`src/rtl/multicycle_main_fsm.sv`:
```
// Main control FSM for the multicycle RV32 core (lw/sw/R/I/jal/beq).
// Moore outputs per state; memory and branch strobes gated by mem_ready/zero.
module multicycle_main_fsm (
    input  logic       clk,
    input  logic       reset,
    input  logic [6:0] op,
    input  logic       zero,
    input  logic       mem_ready,
    output logic       PCWrite,
    output logic       AdrSrc,
    output logic       MemWrite,
    output logic       IRWrite,
    output logic [1:0] ResultSrc,
    output logic [1:0] ALUSrcA,
    output logic [1:0] ALUSrcB,
    output logic       RegWrite,
    output logic [1:0] ALUOp,
    output logic [1:0] ImmSrc,
    output logic       illegal_op,
    output logic [3:0] state
);

    typedef enum logic [3:0] {
        S_FETCH     = 4'd0,
        S_DECODE    = 4'd1,
        S_MEMADR    = 4'd2,
        S_MEMREAD   = 4'd3,
        S_MEMWB     = 4'd4,
        S_MEMWRITE  = 4'd5,
        S_EXECUTER  = 4'd6,
        S_ALUWB     = 4'd7,
        S_EXECUTEI  = 4'd8,
        S_JAL       = 4'd9,
        S_BEQ       = 4'd10
    } state_t;

    localparam logic [6:0] OP_LW  = 7'b0000011;
    localparam logic [6:0] OP_SW  = 7'b0100011;
    localparam logic [6:0] OP_R   = 7'b0110011;
    localparam logic [6:0] OP_I   = 7'b0010011;
    localparam logic [6:0] OP_JAL = 7'b1101111;
    localparam logic [6:0] OP_BEQ = 7'b1100011;

    state_t state_q;
    state_t state_d;

    logic is_lw;
    logic is_sw;
    logic is_r;
    logic is_i;
    logic is_jal;
    logic is_beq;

    assign is_lw  = (op == OP_LW);
    assign is_sw  = (op == OP_SW);
    assign is_r   = (op == OP_R);
    assign is_i   = (op == OP_I);
    assign is_jal = (op == OP_JAL);
    assign is_beq = (op == OP_BEQ);

    assign state = state_q;

    always_ff @(posedge clk or posedge reset) begin
        if (reset) begin
            state_q <= S_FETCH;
        end else begin
            state_q <= state_d;
        end
    end

    always_comb begin
        state_d    = S_FETCH;
        PCWrite    = 1'b0;
        AdrSrc     = 1'b0;
        MemWrite   = 1'b0;
        IRWrite    = 1'b0;
        ResultSrc  = 2'b00;
        ALUSrcA    = 2'b00;
        ALUSrcB    = 2'b00;
        RegWrite   = 1'b0;
        ALUOp      = 2'b00;
        illegal_op = 1'b0;
        case (state_q)
            S_FETCH: begin
                ALUSrcB   = 2'b10;
                ResultSrc = 2'b10;
                IRWrite   = mem_ready;
                PCWrite   = mem_ready;
                state_d   = mem_ready ? S_DECODE : S_FETCH;
            end
            S_DECODE: begin
                ALUSrcA = 2'b01;
                ALUSrcB = 2'b01;
                unique case (1'b1)
                    is_lw, is_sw: state_d = S_MEMADR;
                    is_r:         state_d = S_EXECUTER;
                    is_i:         state_d = S_EXECUTEI;
                    is_jal:       state_d = S_JAL;
                    is_beq:       state_d = S_BEQ;
                    default: begin
                        illegal_op = 1'b1;
                        state_d    = S_FETCH;
                    end
                endcase
            end
            S_MEMADR: begin
                ALUSrcA = 2'b10;
                ALUSrcB = 2'b01;
                state_d = is_lw ? S_MEMREAD : S_MEMWRITE;
            end
            S_MEMREAD: begin
                AdrSrc  = 1'b1;
                state_d = mem_ready ? S_MEMWB : S_MEMREAD;
            end
            S_MEMWB: begin
                ResultSrc = 2'b01;
                RegWrite  = 1'b1;
            end
            S_MEMWRITE: begin
                // Strobe stays up across wait cycles until memory accepts it.
                AdrSrc   = 1'b1;
                MemWrite = 1'b1;
                state_d  = mem_ready ? S_FETCH : S_MEMWRITE;
            end
            S_EXECUTER: begin
                ALUSrcA = 2'b10;
                ALUOp   = 2'b10;
                state_d = S_ALUWB;
            end
            S_EXECUTEI: begin
                ALUSrcA = 2'b10;
                ALUSrcB = 2'b01;
                ALUOp   = 2'b10;
                state_d = S_ALUWB;
            end
            S_ALUWB: begin
                RegWrite = 1'b1;
            end
            S_JAL: begin
                ALUSrcA = 2'b01;
                ALUSrcB = 2'b10;
                PCWrite = 1'b1;
                state_d = S_ALUWB;
            end
            S_BEQ: begin
                ALUSrcA = 2'b10;
                ALUOp   = 2'b01;
                PCWrite = zero;
            end
            default: state_d = S_FETCH;
        endcase
    end

    always_comb begin
        ImmSrc = 2'b00;
        unique case (1'b1)
            is_sw:   ImmSrc = 2'b01;
            is_beq:  ImmSrc = 2'b10;
            is_jal:  ImmSrc = 2'b11;
            default: ImmSrc = 2'b00;
        endcase
    end

endmodule

```
`config.mk`:
```
export PLATFORM = sky130hd
export DESIGN_NAME = multicycle_main_fsm
export DESIGN_NICKNAME = d
export VERILOG_FILES = /design/src/rtl/multicycle_main_fsm.sv
export SDC_FILE = /design/constraint.sdc
export NUM_CORES = 1
export LEC_CHECK = 0
export CELL_PAD_IN_SITES_DETAIL_PLACEMENT = 0
export CELL_PAD_IN_SITES_GLOBAL_PLACEMENT = 2
export CORE_UTILIZATION = 18
export CTS_BUF_LIST = sky130_fd_sc_hd__clkbuf_4 sky130_fd_sc_hd__clkbuf_8 sky130_fd_sc_hd__clkbuf_16
export DETAILED_ROUTE_END_ITERATION = 16
export PLACE_DENSITY = 0.75
export SYNTH_ARGS = -nofsm -noshare
export SYNTH_HDL_FRONTEND = slang
export SYNTH_SLANG_ARGS = --single-unit
export TNS_END_PERCENT = 100
```
`constraint.sdc`:
```
create_clock -name clk -period 2 [get_ports clk]
set_input_delay 0.2 -clock clk [delete_from_list [all_inputs] [get_ports clk]]
set_output_delay 0.2 -clock clk [all_outputs]
set_load 0.005 [all_outputs]
```
==> results by group, run 1 <==
STA
  • Unrepaired setup endpoints after global routing: yes
  • Max Fclk: between 500 and 600 MHz
  • Max_slew headroom: 78.5%
  • Setup TNS: 0 ns
  • Tcrit/Tclk final: around 97%
  • Setup-failing EPs final: 0
  • Layout Skew: between 0.0001 and 0.00015 ns
  • Least-Margin Pin Slew: between 0.3 and 0.4 ns
  • Final hold violation count: 0
  • Clock period minus worst slack: 1.93 ns
  • Max-slew violations: 0

Power and ir drop
  • Reg power frac: between 10% and 20%
  • Pint: about 510 uW
  • Clock network power share: around an eighth
  • Gate power share: roughly three quarters
  • P_sw: just over 300 uW
  • Maximum VDD drop: approximately 240 uV
  • PD cells: ~740 nW/um2
  • Sw Ratio: between 30% and 40%
  • Leakage: 0.000481 uW

GRT
  • Number of global-route vias before repair: 703
  • Grt total ovfl: 0
  • First-pass GRT wire length: about 3000 um
  • GR peak layer: met2
  • Met2 Usage GRT: 18.4%
  • Initial antenna violation count: 0
  • Grt met3 use: less than 1%
  • Met1 Use GR: between 10% and 20%
  • Largest net degree at the start of global routing: 17
  • GRT Overall Usage: between 10% and 20%

Hold path
  • Min-delay worst type: input pin to asynchronous set/reset pin

Setup path
  • WP data arrival: around 1.7 ns
  • Slowest cell on crit path: clkdlybuf4s50_1
  • Cells along the critical path: buf_6 -> nor2b_2 -> buf_4 -> nor3_1 -> clkdlybuf4s50_1
  • CP required: about 1.8 ns
  • Worst Path Max Fanout: 16
  • Worst path max stage delay: between 0.5 and 0.6 ns
  • Worst setup EP type: output port
  • Critical Path Start Type: register
  • CP Class: register to output port

Yosys
  • Unique cell type count in the Yosys netlist: 35
  • Flip-flop and latch count after synthesis: 4
  • Sequential fraction of the synthesis area: a little under a fifth
  • Post-synth EDFFs: 0
  • Warnings, synthesis: 0
  • Cell taking the most area after synthesis: dfrtp_1
  • Top area cells in the synthesized netlist: dfrtp_1 (18%), nor2_1 (8.8%), nor3_1 (5.4%), a31oi_1 (4.5%), nand4bb_1 (4.1%)
  • Fraction of registers with async set/reset: 100%
  • Post-synth top cells: nor2_1 (13), nor3_1 (6), nand2_1 (5)
  • Synth top area share: about 18%
  • Top-count cell post-synth: nor2_1
  • Synthesized area per cell: about 7.0 um2
  • Top FF cell, synth: dfrtp_1
  • Post-Syn Instances: 79
  • Post-synthesis cell area: about 550 um2
  • Synthesized net count: 90

Final layout
  • # diodes: 0
  • Non-Filler Instances: ~160
  • Share of cells above drive strength 1: ~27%
  • Post-route cell area: ~1100 um2
  • Area Growth Syn to Fin: 97.7%
  • Final nets: roughly 140
  • Largest register FFs: 4

Floorplan
  • Chip height: between 50 and 60 um
  • Die Wd: approximately 57 um
  • Core area: approximately 2800 um2
  • Ports: 31
  • Initial Util: just under 20%
  • DIE AREA: 3300 um2
  • Std-Cell Rows: 19

Placement
  • RD Place Congestion: 0.748
  • HPWL Detailed: 1370 um
  • Inst Count DP: 146
  • Buffers on Ports: 30
  • Placement Cell Area: between 900 and 1000 um2

Clock network
  • Latest clock arrival within the worst-skew pair: approximately 0.23 ns
  • CTS tree: done
  • Root Buffer: clkbuf_4
  • Max Buffers Root-to-Sink: 2
  • Clock Pin Slew Worst Setup and Hold Paths: roughly 0.040 ns
  • CTS H-tree depth: 1
  • Sink Count: 4
  • Total CTS buffers: 3

Drt
  • Via density: 4.70
  • Final wirelength: about 1800 um
  • Detailed Routing Iterations Pass 1: 4
  • Average routed wire per standard cell: around 12 um
  • Final antenna-violating net count: 0
  • DR vias: around 730
  • Drt drc: 0
  • Iteration-0 DRC count of the detailed router: 12

Outcome
  • Status: complete, no violations

Job
  • Max-cap violations: 0
## worst max-delay path: cells and delay by family, from the launching register on
family | cells | cell delay [ns]
buffers and inverters | 3 | 0.86
DFF | 1 | 0.38
and+or+nand+nor | 2 | 0.26
## cells by family (layout without fill, tap and decap cells)
group                      count (synthesis)  count (layout)  synth area share (%)
buffers and inverters                     11              56                  9.73
AOI/OAI and AO/OA                         18              18                  21.0
adders and majority gates                  1               1                  1.81
muxes                                      2               2                  3.85
and+or+nand+nor                           40              40                  40.7
xor gates and xnor gates                   3               3                  4.75
DFF                                        4               4                  18.1
## power groups by stage
stage	clock network (uW)	registers, uW	logic, uW
after floorplan	0	106	286
after global placement	0	115	566
after detailed placement	0	113	566
after CTS	103	114	567
after global routing	117	119	660
final	98.2	117	597
## placed cells by master (no fill, tap or decap), drive strengths merged, types with 2 or more instances in the layout
master / netlist / layout
o21ai: 4 / 4
xor2: 2 / 2
clkbuf: 2 / 3
dfrtp: 4 / 4
buf: 5 / 19
a21oi: 4 / 4
nor3: 6 / 6
nor2b: 2 / 2
a31oi: 4 / 4
nand4bb: 2 / 2
nand3b: 2 / 2
nand2: 5 / 5
dlymetal6s2s: 0 / 3
nand2b: 2 / 2
or3: 2 / 2
clkdlybuf4s50: 0 / 24
dlygate4sd2: 0 / 3
nor2: 13 / 13
inv: 4 / 4
## layout make-up
type	count	area, um2
Fill cell	307	1740
Timing Repair Buffer	49	462
Multi-Input combinational cell	64	455
Sequential cell	4	100
Tap cell	31	38.8
Clock buffer	3	22.5
Inverter	4	15.0
## metal layers
metal | part of all wire [%] | routed length [um]
met5 | 0 | 0
met3 | 3.0 | 54
met2 | 47 | 863
met4 | 0.77 | 14
met1 | 49 | 893
## through the flow
stage	total power [uW]	utilization [%]	setup WS (ns)	hold slack (ns)
3_3_place_gp	681	33.6	-0.0975	0.394
3_5_place_dp	679	33.6	-0.104	0.390
6_report	812	38.7	0.0656	0.148
4_1_cts	784	35.3	-0.00198	0.148
5_1_grt	896	38.7	-0.0414	0.144
2_1_floorplan	393	-	0.519	-0.0339
## path summary, 6_finish.rpt
kind / from / endpoint / slack (ns) / cells after the start
max: state[0] / RegWrite / 0.07 / 5
min: reset / state[3] / 0.15 / 2
max reg2reg: state[0] / state[1] / 0.58 / 5
min reg2reg: state[3] / state[3] / 0.65 / 2
max in group asynchronous: reset / state[0] / 1.71 / 2
min in group clk: state[3] / state[3] / 0.65 / 2
## what timing repair did
item	4_1_cts	5_1_grt
setup buffers	2	4
hold buffers	0	0
setup endpoints to repair	6	8
resized for setup	7	13
Power figures use the tool's default switching activity.
==> run 2, diff against run 1 <==
==> constraint.sdc (replaced) <==
create_clock -name clk -period 1.8 [get_ports clk]
set_input_delay 0.18 -clock clk [delete_from_list [all_inputs] [get_ports clk]]
set_output_delay 0.18 -clock clk [all_outputs]
set_load 0.005 [all_outputs]
==> run 2 against run 1 <==
Net effect:
- register-to-register slack worse by 0.41 ns
- core utilization is 4.0 points higher
- worst setup slack worse by 0.0028 ns
- worst hold slack worse by 0.021 ns
- global-route usage is 1.3 points higher
- non-clock buffer count is 13 higher
- critical path depth is 1 higher
- die area stayed put
- via count is 7.0% higher
- clock skew is 0.0056 ns higher
- clock power is 14% higher
- clock-buffer cell count stayed put
- critical path type unchanged
- largest cell class unchanged
- largest power group unchanged
==> results by group, run 2 (same netlist as run 1, synthesis figures left out) <==
Outcome
  • Status: complete, no violations

Placement
  • HPWL Detailed: 1450 um (+6.0%)
  • Buffers on Ports: 30 (unchanged)
  • Placement Cell Area: 1030 um2 (+8.7%)
  • RD Place Congestion: 0.751 (+0.40%)

Floorplan
  • Core area: 2830 um2 (unchanged)
  • Chip height: 57.4 um (unchanged)
  • DIE AREA: 3300 um2 (unchanged)
  • Die Wd: 57.4 um (unchanged)
  • Initial Util: 19.5% (unchanged)
  • Ports: 31 (unchanged)
  • Std-Cell Rows: 19 (unchanged)

Clock network
  • Total CTS buffers: 3 (unchanged)
  • Sink Count: 4 (unchanged)
  • Clock Pin Slew Worst Setup and Hold Paths: 0.04 ns (about the same)
  • Root Buffer: clkbuf_4
  • Max Buffers Root-to-Sink: 2 (unchanged)
  • Hold buffer count at cts: 0 (unchanged)
  • CTS H-tree depth: 1 (unchanged)
  • Latest clock arrival within the worst-skew pair: 0.24 ns (about the same)
  • CTS tree: done

Drt
  • Average routed wire per standard cell: 11.7 um (-0.82%)
  • Iteration-0 DRC count of the detailed router: 7 (-5)
  • Final wirelength: 1960 um (+7.5%)
  • Detailed Routing Iterations Pass 1: 4 (unchanged)
  • Drt drc: 0 (unchanged)
  • Final antenna-violating net count: 0 (unchanged)
  • DR vias: 780 (+7.0%)
  • Via density: 4.64 (-1.3%)

GRT
  • GRT Overall Usage: 13.2% (+1.3 points)
  • Number of global-route vias before repair: 762 (+8.4%)
  • Largest net degree at the start of global routing: 17 (unchanged)
  • Grt total ovfl: 0 (unchanged)
  • First-pass GRT wire length: 3380 um (+9.4%)
  • Initial antenna violation count: 0 (unchanged)

STA
  • Max Fclk: around 580 MHz
  • Setup-failing EPs final: 0 (unchanged)
  • Final hold violation count: 0 (unchanged)
  • Unrepaired setup endpoints after global routing: yes
  • Max_slew headroom: 77.9% (-0.59 points)
  • Least-Margin Pin Slew: 0.329 ns (+0.00873 ns)
  • Layout Skew: 0.00575 ns (+0.00560 ns)
  • Clock period minus worst slack: between 1.5 and 2 ns
  • Max-slew violations: 0 (unchanged)
  • Tcrit/Tclk final: a little over nine tenths

Final layout
  • Most frequent cells in the layout: buf_4 (28), dlygate4sd2_1 (12), nor2_1 (11), clkdlybuf4s50_1 (11)
  • Post-route cell area: 1210 um2 (+10%)
  • Area Growth Syn to Fin: 118%
  • # diodes: 0 (unchanged)
  • Final nets: 150 (+9.5%)
  • Largest register FFs: 4 (unchanged)
  • Share of cells above drive strength 1: 38.7% (+11 points)
  • Commonest non-fill, non-tap cell in the layout: buf_4

Setup path
  • Slowest cell on crit path: or3b_4
  • CP required: 1.62 ns (-0.18 ns)
  • Cells along the critical path: buf_4 -> or3b_4 -> a21oi_2 -> a31oi_1 -> nor2_1 -> buf_2
  • CP Class: register to output port
  • Worst path max stage delay: 0.39 ns (-0.14 ns)
  • WP data arrival: 1.56 ns (-0.17 ns)
  • Family with the most delay on the worst path: simple AND/OR/NAND/NOR gates
  • Buf/Inv on CP: 2 (-1)
  • Worst Path Max Fanout: 2 (-14)
  • Critical Path Start Type: register
  • Worst setup EP type: output port

Power and ir drop
  • PD cells: 807 nW/um2 (+8.6%)
  • Maximum VDD drop: 264 uV (+12%)
  • Leakage: 0.000604 uW (+25%)
  • Total Power: 974 uW (+20%)

Hold path
  • Min-delay worst type: input pin to asynchronous set/reset pin

Job
  • Max-cap violations: 0 (unchanged)
==> run 2: timing repair <==
item                                   4_1_cts  5_1_grt
endpoints found under the hold margin        0        0
pin swaps                                    3        4
setup buffers                                5        3
setup endpoints to repair                   15        5
gates resized for setup                     36       10
==> run 2: per-stage QoR <==
stage	hold slack (ns)	utilization [%]	setup WS [ns]	TNS, ns	instances
global placement	0.376	36.5	-0.262	-0.593	157
detailed placement	0.374	36.5	-0.262	-0.630	157
finish	0.128	42.7	0.0628	0	168
floorplan	-0.0539	-	0.339	0	79
global route	0.127	42.7	-0.0134	-0.0134	168
CTS	0.123	41.5	-0.136	-0.192	165
==> run 2: layer usage <==
| metal | up-vias | wire length, um | GRT usage, % |
|---|---|---|---|
| met1 | 353 | 900 | 17.8 |
| li1 | 408 | - | - |
| met4 | 0 | 23 | 6.27 |
| met3 | 2 | 56 | 0.680 |
| met5 | - | 0 | 0 |
| met2 | 17 | 982 | 21.4 |
==> run 2: final cells by class <==
class,instances,area [um2]
Fill cell,307,1620
Timing Repair Buffer,62,549
Multi-Input combinational cell,64,480
Sequential cell,4,101
Tap cell,31,38.8
Clock buffer,3,22.5
Inverter,4,15.0
==> run 2: power by group <==
group | internal (uW) | total, uW | switching [uW]
logic | 425 | 740 | 316
registers | 108 | 122 | 13.8
clock network | 74.6 | 112 | 37.2
total | 607 | 974 | 367
==> run 2: final timing paths <==
path                       startpoint  endpoint  slack [ns]  cells past startpoint
min reg2reg                  state[1]  state[3]        0.80                      4
min                             reset  state[0]        0.13                      2
max in group asynchronous       reset  state[2]        1.50                      2
min in group clk                op[3]  state[0]        0.64                      4
max                          state[0]   PCWrite        0.06                      6
max reg2reg                  state[3]  state[1]        0.17                      6
==> run 3, diff against run 2 <==
--- a/config.mk
+++ b/config.mk
@@ -9,8 +9,11 @@
 export CELL_PAD_IN_SITES_GLOBAL_PLACEMENT = 2
 export CORE_UTILIZATION = 18
 export CTS_BUF_LIST = sky130_fd_sc_hd__clkbuf_4 sky130_fd_sc_hd__clkbuf_8 sky130_fd_sc_hd__clkbuf_16
+export CTS_CLUSTER_DIAMETER = 120
 export DETAILED_ROUTE_END_ITERATION = 16
+export GPL_TIMING_DRIVEN = 0
 export PLACE_DENSITY = 0.75
+export REMOVE_ABC_BUFFERS = 1
 export SYNTH_ARGS = -nofsm -noshare
 export SYNTH_HDL_FRONTEND = slang
 export SYNTH_SLANG_ARGS = --single-unit
==> run 3 against run 2 <==
Net effect:
- the run now ends with design-rule violations left
- worst setup slack improved by 0.029 ns
- routed wire length down 2.6%
- die area did not move
- clock power hardly changed
- non-clock buffer count is 12 lower
- global-route usage shrank 0.60 points
- maximum frequency rose by 1.7%
- worst hold slack worse by 0.0044 ns
- power down 6.2%
==> results by group, run 3 (same netlist as run 1, synthesis figures left out) <==
Floorplan
  • Die Wd: 57.4 um (unchanged)
  • Core area: 2830 um2 (unchanged)
  • Ports: 31 (unchanged)
  • Std-Cell Rows: 19 (unchanged)
  • DIE AREA: 3300 um2 (unchanged)
  • Chip height: 57.4 um (unchanged)
  • Initial Util: 19.5% (unchanged)

STA
  • Final hold violation count: 0 (unchanged)
  • Max Fclk: 585 MHz (+1.7%)
  • Least-Margin Pin Slew: 0.380 ns (+0.0509 ns)
  • Setup-failing EPs final: 0 (unchanged)
  • Unrepaired setup endpoints after global routing: no
  • Max-slew violations: 0 (unchanged)
  • Layout Skew: 0.000359 ns (-0.00539 ns)
  • Max_slew headroom: 74.3% (-3.6 points)
  • Tcrit/Tclk final: 94.9% (-1.6 points)
  • Clock period minus worst slack: 1.71 ns (-0.0290 ns)
  • Setup slack after layout: 0.0918 ns (+0.0290 ns)

Placement
  • RD Place Congestion: 0.657 (-12%)
  • Pre-CTS WS: -0.433 ns (-0.171 ns)
  • Buffers on Ports: 30 (unchanged)
  • HPWL Detailed: 1210 um (-16%)

Clock network
  • Max Buffers Root-to-Sink: 2 (unchanged)
  • CTS H-tree depth: 1 (unchanged)
  • Clock Pin Slew Worst Setup and Hold Paths: 0.04 ns (about the same)
  • CTS tree: done
  • Root Buffer: clkbuf_4
  • Hold buffer count at cts: 0 (unchanged)
  • Sink Count: 4 (unchanged)
  • Total CTS buffers: 3 (unchanged)
  • Latest clock arrival within the worst-skew pair: 0.23 ns (about the same)

Drt
  • Final wirelength: 1910 um (-2.6%)
  • Final antenna-violating net count: 0 (unchanged)
  • Average routed wire per standard cell: 12.3 um (+4.9%)
  • Iteration-0 DRC count of the detailed router: 13 (+6)
  • Via density: 4.72 (+1.6%)
  • Drt drc: 1 (+1)
  • Detailed Routing Iterations Pass 1: 10 (+6)
  • DR vias: 736 (-5.6%)

Final layout
  • # fillers: 305 (-0.65%)
  • Most frequent cells in the layout: buf_4 (16), dlygate4sd2_1 (15), nor2_1 (11), clkdlybuf4s50_1 (9)
  • Final nets: 138 (-8.0%)
  • Area Growth Syn to Fin: 101%
  • # diodes: 0 (unchanged)
  • Register area: 105 um2 (+3.7%)
  • Share of cells above drive strength 1: 35.2% (-3.5 points)
  • Commonest non-fill, non-tap cell in the layout: buf_4
  • Largest register FFs: 4 (unchanged)
  • Multi-input gate area: 479 um2 (-0.26%)
  • Final core occ: 39.2% (-3.4 points)

Job
  • Max-cap violations: 0 (unchanged)

GRT
  • First-pass GRT wire length: 3230 um (-4.5%)
  • Grt total ovfl: 0 (unchanged)
  • GRT Overall Usage: 12.5% (-0.60 points)
  • Largest net degree at the start of global routing: 11 (-6)
  • Number of global-route vias before repair: 750 (-1.6%)
  • Initial antenna violation count: 0 (unchanged)

Hold path
  • Min-delay worst type: input pin to asynchronous set/reset pin

Setup path
  • Reg2reg setup slack: 0.27 ns (+0.10 ns)
  • Worst Path Max Fanout: 6 (+4)
  • Critical Path Start Type: register
  • CP required: 1.62 ns (about the same)
  • WP data arrival: 1.53 ns (-0.03 ns)
  • CP Class: register to output port
  • Worst setup EP type: output port

Outcome
  • Status: finished, violations left
  • Failing checks: design-rule violations

Power and ir drop
  • Maximum VDD drop: 409 uV (+55%)
  • Leakage: 0.000550 uW (-9.0%)
  • PD cells: 823 nW/um2 (+2.0%)
## run 3: cell types whose count changed in the layout (fill, tap and decap cells not counted), sizes merged
cell and change:
clkdlybuf4s15 -1, dlygate4sd2 +3, clkdlybuf4s50 -2, clkbuf +1, buf -13
## run 3: layout make-up
| cell class | instances | area share [%] |
|---|---|---|
| inverters | 4 | 1.35 |
| flip-flops and latches | 4 | 9.47 |
| clock buffers | 3 | 2.03 |
| multi-input cells | 64 | 43.2 |
| well taps | 31 | 3.49 |
| repair buffers | 50 | 40.5 |
## run 3: power breakdown
part | total (uW) | internal (uW) | switching (uW)
Combinational | 667 | 372 | 295
Sequential | 135 | 111 | 23.8
Clock | 112 | 74.6 | 37.3
Total | 913 | 557 | 356
## run 3: worst paths after layout
| check | endpoint | from | cells past startpoint |
|---|---|---|---|
| worst max-delay path | MemWrite | state[1] | 4 |
| worst min-delay path | state[0] | reset | 2 |
| worst max register to register | state[1] | state[1] | 5 |
| worst min register to register | state[3] | state[3] | 3 |
| max in group asynchronous | state[3] | reset | 2 |
| min in group clk | state[3] | op[4] | 3 |
## run 3: stage by stage
step | hold slack [ns] | cells | area, um2 | power [uW] | setup TNS, ns
detailed placement | 0.374 | 133 | 853 | 698 | -1.48
CTS | 0.122 | 155 | 1090 | 932 | -0.0414
floorplan | -0.0539 | 72 | 514 | 408 | 0
global route | 0.140 | 156 | 1110 | 989 | 0
finish | 0.123 | 156 | 1110 | 913 | 0
global placement | 0.365 | 133 | 853 | 705 | -1.58
## run 3: critical path, cell delays in order (launching register included)
cell	delay, ns
dfrtp_2	0.41
buf_12	0.13
nand2b_4	0.14
nor2_1	0.10
clkdlybuf4s50_1	0.51
## run 3: layer usage
layer | track usage (%) | wire [um]
met3 | 3.63 | 80
met4 | 2.09 | 0
met5 | 0 | 0
met2 | 23.9 | 1020
met1 | 13.8 | 816
## run 3: timing repair
action	in CTS	in global routing
setup buffers	19	1
gates resized for setup	37	10
setup endpoints to repair	16	5
endpoints found under the hold margin	0	0
pin swaps	2	1
